<file path="src/rtl/spi_dac_wave_nch.sv">
// rtl/spi_dac_wave_nch.sv - N-channel SPI sine DAC driver with per-channel phase offset
module spi_dac_wave_nch #(
   parameter int N_CH    = 2,
   parameter int DATA_W  = 12,
   parameter int FRAME_W = 16,
   parameter int LUT_AW  = 6,
   parameter int PH_OFF  = 16,
   parameter int DIV     = 4,
   parameter int CS_GAP  = 2,
   parameter logic [(2**LUT_AW)*DATA_W-1:0] LUT_INIT = '0
) (
   input  logic              clk_i,
   input  logic              rst_i,
   input  logic              start_i,
   input  logic              mode_i,
   input  logic              stop_i,
   input  logic [LUT_AW-1:0] step_i,
   output logic              mosi_o,
   output logic              sck_o,
   output logic              cs_o,
   output logic              busy_o,
   output logic              end_o
);

   localparam int N_LUT = 2**LUT_AW;
   localparam int CH_W  = (N_CH > 1) ? $clog2(N_CH) : 1;
   localparam int DIV_W = (DIV > 1) ? $clog2(DIV) : 1;
   localparam int BIT_W = (FRAME_W > 1) ? $clog2(FRAME_W) : 1;
   localparam int GAP_W = (CS_GAP > 1) ? $clog2(CS_GAP) : 1;

   // All-zero LUT_INIT selects a built-in offset-binary sine (Bhaskara approximation,
   // exact at the zero crossings and peaks).
   function automatic logic [N_LUT*DATA_W-1:0] sine_image();
      logic [N_LUT*DATA_W-1:0] img;
      longint half, mid, j, t, v;
      img  = '0;
      half = longint'(N_LUT / 2);
      mid  = longint'(1) << (DATA_W - 1);
      for (int k = 0; k < N_LUT; k++) begin
         j = longint'(k) % half;
         t = j * (half - j);
         v = ((mid - 1) * 16 * t) / (5 * half * half - 4 * t);
         img[k*DATA_W +: DATA_W] = (longint'(k) < half) ? DATA_W'(mid + v) : DATA_W'(mid - v);
      end
      return img;
   endfunction

   localparam logic [N_LUT*DATA_W-1:0] LUT_IMG = (LUT_INIT == '0) ? sine_image() : LUT_INIT;

   typedef enum logic [1:0] {S_IDLE, S_LOAD, S_SHIFT, S_GAP} state_t;

   state_t              state;
   logic                mode_l;
   logic                stop_lat;
   logic [LUT_AW-1:0]   step_l;
   logic [LUT_AW-1:0]   idx;
   logic [CH_W-1:0]     ch;
   logic [FRAME_W-1:0]  shreg;
   logic [DIV_W-1:0]    div_cnt;
   logic [BIT_W-1:0]    bit_cnt;
   logic [GAP_W-1:0]    gap_cnt;

   logic [LUT_AW-1:0]   addr;
   logic [DATA_W-1:0]   sample;
   logic [FRAME_W-1:0]  frame;
   logic [LUT_AW:0]     idx_sum;
   logic                last_ch;
   logic                stop_seen;

   always_comb begin
      addr      = idx + LUT_AW'(ch) * LUT_AW'(PH_OFF);
      sample    = LUT_IMG[int'(addr)*DATA_W +: DATA_W];
      frame     = (FRAME_W'(ch) << DATA_W) | FRAME_W'(sample);
      idx_sum   = {1'b0, idx} + {1'b0, step_l};
      last_ch   = (ch == CH_W'(N_CH - 1));
      stop_seen = stop_lat | (mode_l & stop_i);
   end

   always_ff @(posedge clk_i or posedge rst_i) begin
      if (rst_i) begin
         state    <= S_IDLE;
         mode_l   <= 1'b0;
         stop_lat <= 1'b0;
         step_l   <= LUT_AW'(1);
         idx      <= '0;
         ch       <= '0;
         shreg    <= '0;
         div_cnt  <= '0;
         bit_cnt  <= '0;
         gap_cnt  <= '0;
         mosi_o   <= 1'b0;
         sck_o    <= 1'b0;
         cs_o     <= 1'b1;
         busy_o   <= 1'b0;
         end_o    <= 1'b0;
      end else begin
         end_o <= 1'b0;
         if (state != S_IDLE && mode_l && stop_i)
            stop_lat <= 1'b1;

         case (state)
            S_IDLE: begin
               if (start_i) begin
                  mode_l   <= mode_i;
                  step_l   <= (step_i == '0) ? LUT_AW'(1) : step_i;
                  idx      <= '0;
                  ch       <= '0;
                  stop_lat <= 1'b0;
                  busy_o   <= 1'b1;
                  state    <= S_LOAD;
               end
            end

            S_LOAD: begin
               shreg   <= frame;
               mosi_o  <= frame[FRAME_W-1];
               cs_o    <= 1'b0;
               sck_o   <= 1'b0;
               div_cnt <= '0;
               bit_cnt <= '0;
               state   <= S_SHIFT;
            end

            S_SHIFT: begin
               if (div_cnt == DIV_W'(DIV - 1)) begin
                  div_cnt <= '0;
                  if (!sck_o) begin
                     sck_o <= 1'b1;
                  end else if (bit_cnt == BIT_W'(FRAME_W - 1)) begin
                     sck_o   <= 1'b0;
                     cs_o    <= 1'b1;
                     mosi_o  <= 1'b0;
                     gap_cnt <= '0;
                     state   <= S_GAP;
                  end else begin
                     // Falling edge: present the next bit for the DAC's rising-edge sample.
                     sck_o   <= 1'b0;
                     bit_cnt <= bit_cnt + BIT_W'(1);
                     shreg   <= shreg << 1;
                     mosi_o  <= shreg[FRAME_W-2];
                  end
               end else begin
                  div_cnt <= div_cnt + DIV_W'(1);
               end
            end

            S_GAP: begin
               if (gap_cnt == GAP_W'(CS_GAP - 1)) begin
                  if (!last_ch) begin
                     ch    <= ch + CH_W'(1);
                     state <= S_LOAD;
                  end else begin
                     ch  <= '0;
                     idx <= idx_sum[LUT_AW-1:0];
                     if (idx_sum[LUT_AW] || stop_seen)
                        end_o <= 1'b1;
                     if ((!mode_l && idx_sum[LUT_AW]) || stop_seen) begin
                        busy_o   <= 1'b0;
                        stop_lat <= 1'b0;
                        state    <= S_IDLE;
                     end else begin
                        state <= S_LOAD;
                     end
                  end
               end else begin
                  gap_cnt <= gap_cnt + GAP_W'(1);
               end
            end

            default: state <= S_IDLE;
         endcase
      end
   end

endmodule

</file>
<file path="config.mk">
export PLATFORM = sky130hd
export DESIGN_NAME = spi_dac_wave_nch
export DESIGN_NICKNAME = d
export VERILOG_FILES = /design/src/rtl/spi_dac_wave_nch.sv
export SDC_FILE = /design/constraint.sdc
export NUM_CORES = 1
export LEC_CHECK = 0
export CORE_MARGIN = 3
export CORE_UTILIZATION = 61
export DETAILED_ROUTE_END_ITERATION = 6
export GPL_ROUTABILITY_DRIVEN = 1
export PLACE_DENSITY = 0.86
export SLEW_MARGIN = 20
export SYNTH_ARGS = -nofsm -noshare
export SYNTH_HDL_FRONTEND = slang
export SYNTH_SLANG_ARGS = --single-unit
</file>
<file path="constraint.sdc">
create_clock -name clk_i -period 3.1 [get_ports clk_i]
set_input_delay 0.465 -clock clk_i [delete_from_list [all_inputs] [get_ports clk_i]]
set_output_delay 0.465 -clock clk_i [all_outputs]
set_load 0.01 [all_outputs]
</file>
* Yosys cells after proc, flatten, opt, wreduce, memory -nomap -nowiden
Cells that the tools add are included.
W data, S select, Z words.
** Storage, ports and cells
- Register bits :: 44
- Output and inout bits :: 5
** Operators by class
- Eq/ne operators :: 13
- Add/subtract/negate cells :: 6
- Reduce and logical (&&, ||, !) cells :: 22
- Multiply operators :: 1
- Shifts and indexed selects :: 1
- Multiplexer cells :: 58
- Bitwise operators :: 3
** Operators with widths (count)
- $shiftx A768 B11 Y12 const A :: 1
- $mux W15 :: 3
- $mux W1 :: 30
- $pmux W15 S2 :: 1
- $mux W6 :: 4
- $ne A2 B2 Y1 const B :: 8
- $reduce_and A4 Y1 :: 4
- $pmux W1 S2 :: 7
- $or A13 B12 Y13 :: 1
- $mux W2 :: 6
- $mux W4 :: 3
- $pmux W6 S2 :: 1
- $reduce_and A5 Y1 :: 2
- $mul A6 B2 Y8 const B :: 1
- $pmux W2 S4 :: 1
- $pmux W4 S2 :: 1
- $reduce_bool A2 Y1 :: 4
- $add A6 B6 Y7 :: 1
- $add A6 B5 Y6 :: 1
- $eq A2 B2 Y1 const B :: 3
- $logic_not A6 Y1 :: 1
- $reduce_and A3 Y1 :: 2
- $add A4 B1 Y4 const B :: 1
- $eq A4 B4 Y1 const B :: 1
- other kinds (11) :: 16

* Longest topological paths before layout
Gate-level depths: netlist of the first run.
- Depth in word-level cells :: 8
- Mapped depth :: 9
- Depth with buffers taken out :: 8

* Worst setup path before layout of the first run
OpenSTA, ideal clock, no wires.
- Path kind :: register to register
- Start :: register idx[0]
- End :: register shreg[2]
- Cell stages (with the launch flop) :: 8
- Arrival :: 2.182 ns
- Buffers on the path :: 1
- Path slack :: 0.792 ns
- Cells stage by stage :: dfrtp_1 clkbuf_1 inv_1 ha_1 o311a_2 a311oi_1 a211oi_1 a221o_1
** On the way
- Longest elaborated chain between the ends :: 5
** RTL lines
- from (decl) :: line 56 : logic [LUT_AW-1:0] idx;
- from (signal assigned) :: line 154 : idx <= idx_sum[LUT_AW-1:0];
- $add A6 B5 Y6 :: line 71 : addr = idx + LUT_AW'(ch) * LUT_AW'(PH_OFF);
- $mul A6 B2 Y8 :: line 72 : sample = LUT_IMG[int'(addr)*DATA_W +: DATA_W];
- $shiftx A768 B11 Y12 :: line 72
- $or A13 B12 Y13 :: line 73 : frame = (FRAME_W'(ch) << DATA_W) | FRAME_W'(sample);
- $pmux W15 S2 :: line 101 : case (state)
- to (signal assigned) :: line 115 : shreg <= frame;
- to (signal assigned) :: line 139 : shreg <= shreg << 1;
- to (decl) :: line 58 : logic [FRAME_W-1:0] shreg;
No other way between the ends.
A chain may end at the register's enable or synchronous reset.

* Worst setup path after layout of the first run
- Start :: register idx[2]
- End :: register state[0]
** On the way
- Longest elaborated chain between the ends :: 7
** RTL lines
- $add A6 B6 Y7 :: line 74 : idx_sum = {1'b0, idx} + {1'b0, step_l};
- $logic_and A1 B1 Y1 :: line 157 : if ((!mode_l && idx_sum[LUT_AW]) || stop_seen) begin
- $logic_or A1 B1 Y1 :: line 157
- $mux W1 :: line 157
- $mux W1 :: line 149 : if (!last_ch) begin
- $mux W2 :: line 148 : if (gap_cnt == GAP_W'(CS_GAP - 1)) begin
- $pmux W2 S4 :: line 101
- to (signal assigned) :: line 151 : state <= S_LOAD;
- to (signal assigned) :: line 160 : state <= S_IDLE;
- to (signal assigned) :: line 162 : state <= S_LOAD;
- to (decl) :: line 52 : state_t state;
No other way between the ends. The select of a mux whose other input is x is not followed.

==> out/qor.yml, run 1 <==
synthesis:
  syn_inst: 398
  yosysSeqAreaShare_pct: 32.3
  synth-seq-cells: 44
  synthArstFlopShare_pct: 100
  syn_area_um2: 3420
  synth.distinct_cells: 61
  synth_ff_type: "sky130_fd_sc_hd__dfrtp_1"
  synthesis.nets: 431
  synth_warnings: 0
  synth_enable_flop_cells: 0
  syn_avg_cell_area_um2: 8.59
placement:
  place.gp.congestion: 1.03
  placement.io_buffers: 15
  dp_hpwl_um: 6020
  post-place-ws_ns: 0.772
clock_network:
  clock_tree.htree_level_count: 2
  ctsHoldBuffers: 0
  cts-root-buf: "sky130_fd_sc_hd__clkbuf_8"
  cts-buffers-inserted: 5
  clock_latency_ns: 0.31
  cts.sink_count: 44
  cts_repair_resize_count: 0
  clock_tree_from_tritoncts: "built"
  postCtsSetupBuffers: 0
  max-clock-path-buffers: 2
  clkSlewWorstSetupHoldPaths_ns: 0.09
timing:
  setup_viol: 0
  timing.final.hold_violations: 0
  min_period_ns: 2.37
  slew_headroom_pct: 42.5
  rsz0062_at_grt: "false"
  worst_clock_skew_ns: 0.00756
  final_max_slew_viol_count: 0
  finalSetupTns_ns: 0
  timing.final.crit_share_pct: 76.3
  worst_pin_slew_ns: 0.858
  timing.fmax_mhz: 423
  timing.final.ws_setup_ns: 0.734
grt:
  global_route_wire_length_before_repair_um: 13700
  grt_antenna_before_repair: 0
  grt.overflow.total: 0
  maximum_number_of_pins_on_one_net_before_global_route_repair: 48
  first_global_vias: 2866
  groute.usage.overall_pct: 26.9
drt:
  number_of_search_and_repair_iterations_in_the_first_detailed_routing_pass: 5
  routed_antenna_nets: 0
  detailedRoute.firstIterationViolations: 439
  wl_per_cell_um: 17.6
  routed_via_density: 6.62
  vias: 3139
  drcViolationCount: 0
  detail_route.wirelength_um: 8340
floorplanning:
  floorplan.core_area_um2: 5270
  dieHeight_um: 80.9
  die-area_um2: 6540
  std_cell_rows: 26
  floorplan.die.width_um: 80.9
  top_level_ports: 16
  floorplan.initialDensity_pct: 64.9
power_and_ir_drop:
  power.sequential.fraction_pct: 24.9
  power.share.combinational_pct: 62.0
  powerDensity_nw_per_um2: 1090
  power.static_leakage_uw: 0.00157
  ir_drop_v: 0.000710
  switching_share_pct: 47.1
  p_switching_uw: 1900
  p_int_uw: 2130
  power.share.clock_pct: 13.1
worst_setup_path:
  crit_arrival_ns: 2.62
  max_stage_delay_cell_worst_path: "sky130_fd_sc_hd__o41ai_1"
  cp_top_family: "compound AO/OA/AOI/OAI gates"
  cp_cell_sequence: "buf_4 -> ha_1 -> nor2b_1 -> o21ai_1 -> a21boi_0 -> o41ai_1 -> o32a_1"
  worstPathBufferInverterCount: 1
  setup.worst_path.end_class: "flop"
  critical_path_class: "reg2reg"
  cpPeakStageDelay_ns: 0.51
  critPathMaxFanout: 47
  timing.critical_path.required_ns: 3.35
  setup.worst_path.start_class: "flop"
cells_and_area:
  layout_common_cells: "43 x sky130_fd_sc_hd__nand2_1, 42 x sky130_fd_sc_hd__dfrtp_1, 33 x sky130_fd_sc_hd__nor2_1, 31 x sky130_fd_sc_hd__o21ai_0, 21 x sky130_fd_sc_hd__ha_1"
  mostFrequentLayoutCell: "sky130_fd_sc_hd__nand2_1"
  final_layout_size_suffix_gt1_share_pct: 8.66
  insertedDiodeCount: 0
  area_growth_syn_to_layout_pct: 8.53
  finalNetCount: 436
  fill_cells: 430
status:
  status: "completed"
min_path:
  worst_hold_path_type: "in2async"
job:
  max-cap-violations: 0
-- flip-flops by register name (all words and copies together), names as in the netlist --
name and cells:
shreg 15, idx 6, step_l 6, bit_cnt 4, div_cnt 2, state 2, busy_o 1, ch 1
cs_o 1, end_o 1, gap_cnt 1, mode_l 1, mosi_o 1, sck_o 1, stop_lat 1
-- logic make-up (layout without fill, tap and decap cells) --
logic type      after synthesis  count (layout)  synth area share [%]
compound gates              136             136                  27.3
xor+xnor                      7               7                  2.23
fa+ha+maj                    22              22                  8.27
buf+inv                      44              50                  6.37
flops                        44              44                  32.3
mux                          18              18                  6.26
simple gates                127             127                  17.3
-- area by class of cell --
class	instances	area, um^2	share of cell area, %
Clock buffer	6	72.6	1.96
Clock inverter	2	60.1	1.62
Inverter	17	63.8	1.72
Multi-Input combinational cell	310	2100	56.5
Sequential cell	44	1100	29.7
Tap cell	70	87.6	2.36
Timing Repair Buffer	25	225	6.07
-- worst reg2reg max path, stage by stage, from the launching register on --
cell	delay [ns]
sky130_fd_sc_hd__dfrtp_1	0.36
sky130_fd_sc_hd__buf_4	0.38
sky130_fd_sc_hd__ha_1	0.36
sky130_fd_sc_hd__nor2b_1	0.15
sky130_fd_sc_hd__o21ai_1	0.16
sky130_fd_sc_hd__a21boi_0	0.17
sky130_fd_sc_hd__o41ai_1	0.51
sky130_fd_sc_hd__o32a_1	0.22
-- power groups by stage --
stage,Combinational [uW],Sequential (uW),Clock (uW)
6_report,2500,1000,526
5_1_grt,2760,1040,551
4_1_cts,2450,998,525
3_5_place_dp,2430,1010,0
3_3_place_gp,2380,1000,0
2_1_floorplan,1910,965,0
-- through the flow --
step / area [um^2] / power (uW) / cells / hold WS (ns) / util (%)
after floorplan: 3420 / 2880 / 398 / 0.444 / -
after global placement: 3580 / 3380 / 466 / 0.458 / 67.9
after detailed placement: 3580 / 3440 / 466 / 0.468 / 67.9
after CTS: 3710 / 3980 / 474 / 0.464 / 70.4
after global routing: 3710 / 4340 / 474 / 0.477 / 70.4
final: 3710 / 4030 / 474 / 0.448 / 70.4
-- cells in the mapped netlist (all sizes together) (5+ instances only) --
master	instances	share of area (%)
ha	21	7.7
mux2	7	2.3
a21o	5	1.1
a22o	6	1.5
nor3	7	1.2
nand3	11	1.6
nor2	34	3.8
dfrtp	42	31
o22ai	5	0.91
nand2	43	4.7
nand2b	9	1.6
a21oi	18	2.6
o211ai	5	1.1
o21ai	34	5.1
clkbuf	7	0.77
a22oi	8	1.8
buf	20	3.7
a31oi	5	0.91
o31ai	5	1.1
inv	17	1.9
mux2i	9	2.6
nor2b	13	2.4
a211oi	11	2.4
a21boi	5	1.1
-- per-layer routing --
| metal | up-vias | GRT usage [%] | part of all wire [%] |
|---|---|---|---|
| met1 | 1502 | 34.6 | 44 |
| met4 | 0 | 9.46 | 2.8 |
| met2 | 144 | 45.6 | 48 |
| li1 | 1467 | - | - |
| met3 | 26 | 4.43 | 5.6 |
| met5 | - | 0 | 0 |
-- path summary, 6_finish.rpt --
path	depth (start not counted)	slack, ns	startpoint	end
worst max-delay path	7	0.73	idx[2]	state[0]
worst min-delay path	2	0.45	rst_i	end_o
worst max register to register	7	0.73	idx[2]	state[0]
worst min register to register	2	0.49	step_l[0]	step_l[0]
max in group asynchronous	3	2.02	rst_i	step_l[0]
min in group clk_i	2	0.49	step_l[0]	step_l[0]
No activity file was read; power rests on OpenSTA's default activity.
==> run 2: changes to the inputs <==
--- a/config.mk
+++ b/config.mk
@@ -6,10 +6,10 @@
 export NUM_CORES = 1
 export LEC_CHECK = 0
 export CORE_MARGIN = 3
-export CORE_UTILIZATION = 61
+export CORE_UTILIZATION = 55
 export DETAILED_ROUTE_END_ITERATION = 6
 export GPL_ROUTABILITY_DRIVEN = 1
-export PLACE_DENSITY = 0.86
+export PLACE_DENSITY = 0.83
 export SLEW_MARGIN = 20
 export SYNTH_ARGS = -nofsm -noshare
 export SYNTH_HDL_FRONTEND = slang
==> constraint.sdc (replaced) <==
create_clock -name clk_i -period 2 [get_ports clk_i]
set_input_delay 0.3 -clock clk_i [delete_from_list [all_inputs] [get_ports clk_i]]
set_output_delay 0.3 -clock clk_i [all_outputs]
set_load 0.01 [all_outputs]
==> out/qor.yml, run 2 (synthesized netlist as in run 1, its figures left out) <==
floorplanning:
  floorplan.core_area_um2: 5960  # +13%
  die-area_um2: 7200  # +10%
  top_level_ports: 16  # unchanged
  floorplan.die.width_um: 84.9  # +4.9%
  dieHeight_um: 84.9  # +4.9%
  floorplan.initialDensity_pct: 57.4  # -7.5 points
  std_cell_rows: 28  # +7.7%
placement:
  dpl_cell_area_um2: 3920  # +9.4%
  dp_hpwl_um: 6550  # +8.8%
  placement.io_buffers: 15  # unchanged
  place.gp.congestion: 0.956  # -7.0%
timing:
  final_max_slew_viol_count: 0  # unchanged
  worst_pin_slew_ns: 0.482  # -0.376 ns
  setup_viol: 0  # unchanged
  timing.final.hold_violations: 0  # unchanged
  worst_clock_skew_ns: 0.0115  # +0.00391 ns
  fin_worst_hold_slack_ns: 0.342  # -0.106 ns
  timing.final.crit_share_pct: 99.9  # +24 points
  slew_headroom_pct: 67.6  # +25 points
  rsz0062_at_grt: "true"
  min_period_ns: 2.00  # -0.368 ns
  timing.fmax_mhz: 500  # +18%
clock_network:
  max-clock-path-buffers: 2  # unchanged
  clock_tree_from_tritoncts: "built"
  cts-buffers-inserted: 5  # unchanged
  clkSlewWorstSetupHoldPaths_ns: 0.09  # about the same
  cts.sink_count: 44  # unchanged
  clock_tree.htree_level_count: 2  # unchanged
  ctsHoldBuffers: 0  # unchanged
  clock_latency_ns: 0.29  # -0.02 ns
  cts-root-buf: "sky130_fd_sc_hd__clkbuf_8"
cells_and_area:
  regMostFlops: "shreg"
  insertedDiodeCount: 0  # unchanged
  design_area_um2: 4190  # +13%
  layout_top_registers: "shreg: 15 flops, idx: 6 flops, step_l: 6 flops"
  finalNetCount: 480  # +10%
  area_growth_syn_to_layout_pct: 22.5
  final_layout_size_suffix_gt1_share_pct: 23.4  # +15 points
  largest_register_ff_count: 15  # unchanged
  mostFrequentLayoutCell: "sky130_fd_sc_hd__buf_4"
  layout_common_cells: "50 x sky130_fd_sc_hd__buf_4, 43 x sky130_fd_sc_hd__nand2_1, 40 x sky130_fd_sc_hd__dfrtp_1, 32 x sky130_fd_sc_hd__nor2_1, 28 x sky130_fd_sc_hd__o21ai_0"
job:
  max-cap-violations: 0  # unchanged
drt:
  detailedRoute.firstIterationViolations: 293  # -33%
  drcViolationCount: 0  # unchanged
  wl_per_cell_um: 17.6  # +0.21%
  number_of_search_and_repair_iterations_in_the_first_detailed_routing_pass: 5  # unchanged
  vias: 3360  # +7.0%
  routed_antenna_nets: 0  # unchanged
  detail_route.wirelength_um: 9220  # +11%
  routed_via_density: 6.42  # -3.0%
min_path:
  worst_hold_path_type: "in2async"
status:
  status: "completed"
power_and_ir_drop:
  power.static_leakage_uw: 0.00180  # +15%
  ir_drop_v: 0.00104  # +47%
  powerDensity_nw_per_um2: 1700  # +57%
worst_setup_path:
  path_common_cell: "sky130_fd_sc_hd__o21ai_2"
  minimum_setup_slack_among_reg_to_reg_paths_ns: 0.002  # -0.73 ns
  critical_path_class: "reg2reg"
  timing.critical_path.required_ns: 2.20  # -1.15 ns
  worstPathBufferInverterCount: 2  # +1
  setup.worst_path.start_class: "flop"
  cp_top_family: "compound AO/OA/AOI/OAI gates"
  crit_arrival_ns: 2.20  # -0.42 ns
  setup.worst_path.end_class: "flop"
  cpPeakStageDelay_ns: 0.56  # +0.05 ns
  critPathMaxFanout: 2  # -96%
  max_stage_delay_cell_worst_path: "sky130_fd_sc_hd__dfstp_2"
  cp_cell_sequence: "ha_4 -> inv_2 -> fa_2 -> nor2b_2 -> o21ai_2 -> a21boi_2 -> buf_4 -> o21ai_2 -> a311oi_1"
grt:
  grt.overflow.total: 0  # unchanged
  maximum_number_of_pins_on_one_net_before_global_route_repair: 45  # -6.3%
  grt_antenna_before_repair: 0  # unchanged
  first_global_vias: 3085  # +7.6%
  global_route_wire_length_before_repair_um: 14600  # +6.1%
  groute.usage.overall_pct: 24.9  # -2.0 points
-- run 2: changes by cell type in the layout (fill, tap and decap cells not counted), moves of 3 or more --
| cell | previous run | this run |
|---|---|---|
| sky130_fd_sc_hd__o21ai_0 | 31 | 28 |
| sky130_fd_sc_hd__buf_12 | 0 | 4 |
| sky130_fd_sc_hd__ha_1 | 21 | 17 |
| sky130_fd_sc_hd__inv_1 | 16 | 13 |
| sky130_fd_sc_hd__inv_2 | 0 | 3 |
| sky130_fd_sc_hd__buf_4 | 10 | 50 |
-- run 2: final cells by class --
class	instances	area, um^2
Clock buffer	6	72.6
Clock inverter	2	35.0
Fill cell	455	1770
Inverter	17	63.8
Multi-Input combinational cell	310	2210
Sequential cell	44	1110
Tap cell	75	93.8
Timing Repair Buffer	69	606
-- run 2: what timing repair did --
item,CTS,global route
gates cloned,0,0
pin swaps,8,8
resized for setup,9,20
buffers inserted,4,5
endpoints found under the setup margin,4,16
-- run 2: final timing paths --
check,start,endpoint,depth (start not counted)
max,step_l[0],end_o,9
max in group asynchronous,rst_i,step_l[0],3
min,rst_i,bit_cnt[2],3
max reg2reg,step_l[0],end_o,9
min reg2reg,shreg[11],shreg[11],2
min in group clk_i,shreg[11],shreg[11],2
-- run 2: routing by layer --
metal / share of wire (%) / GRT usage [%] / vias up / routed length, um
met3: 4.9 / 3.69 / 22 / 451
li1: - / - / 1553 / -
met1: 42 / 32.3 / 1653 / 3860
met2: 50 / 42.3 / 132 / 4620
met4: 3.1 / 9.35 / 0 / 286
met5: 0 / 0 / - / 0
-- run 2: power breakdown --
part	internal (uW)	switching [uW]	total, uW
sequential	1260	298	1560
clock	371	303	674
combinational	2270	2620	4890
-- run 2: worst min-delay path, delay by kind of cell --
| family | cells | cell delay (ns) |
|---|---|---|
| buffers and inverters | 3 | 0.73 |
-- run 2: stage by stage --
step | power, uW | worst slack, ns | utilization, % | std cells | setup TNS [ns]
after CTS | 6830 | -0.000996 | 68.7 | 518 | -0.000996
after detailed placement | 6030 | -0.124 | 65.7 | 506 | -0.342
final | 7120 | 0.00161 | 70.4 | 523 | 0
after global routing | 7650 | -0.113 | 70.4 | 523 | -0.232
after global placement | 5890 | -0.0913 | 65.7 | 506 | -0.101
after floorplan | 4520 | -0.00741 | - | 398 | -0.00741
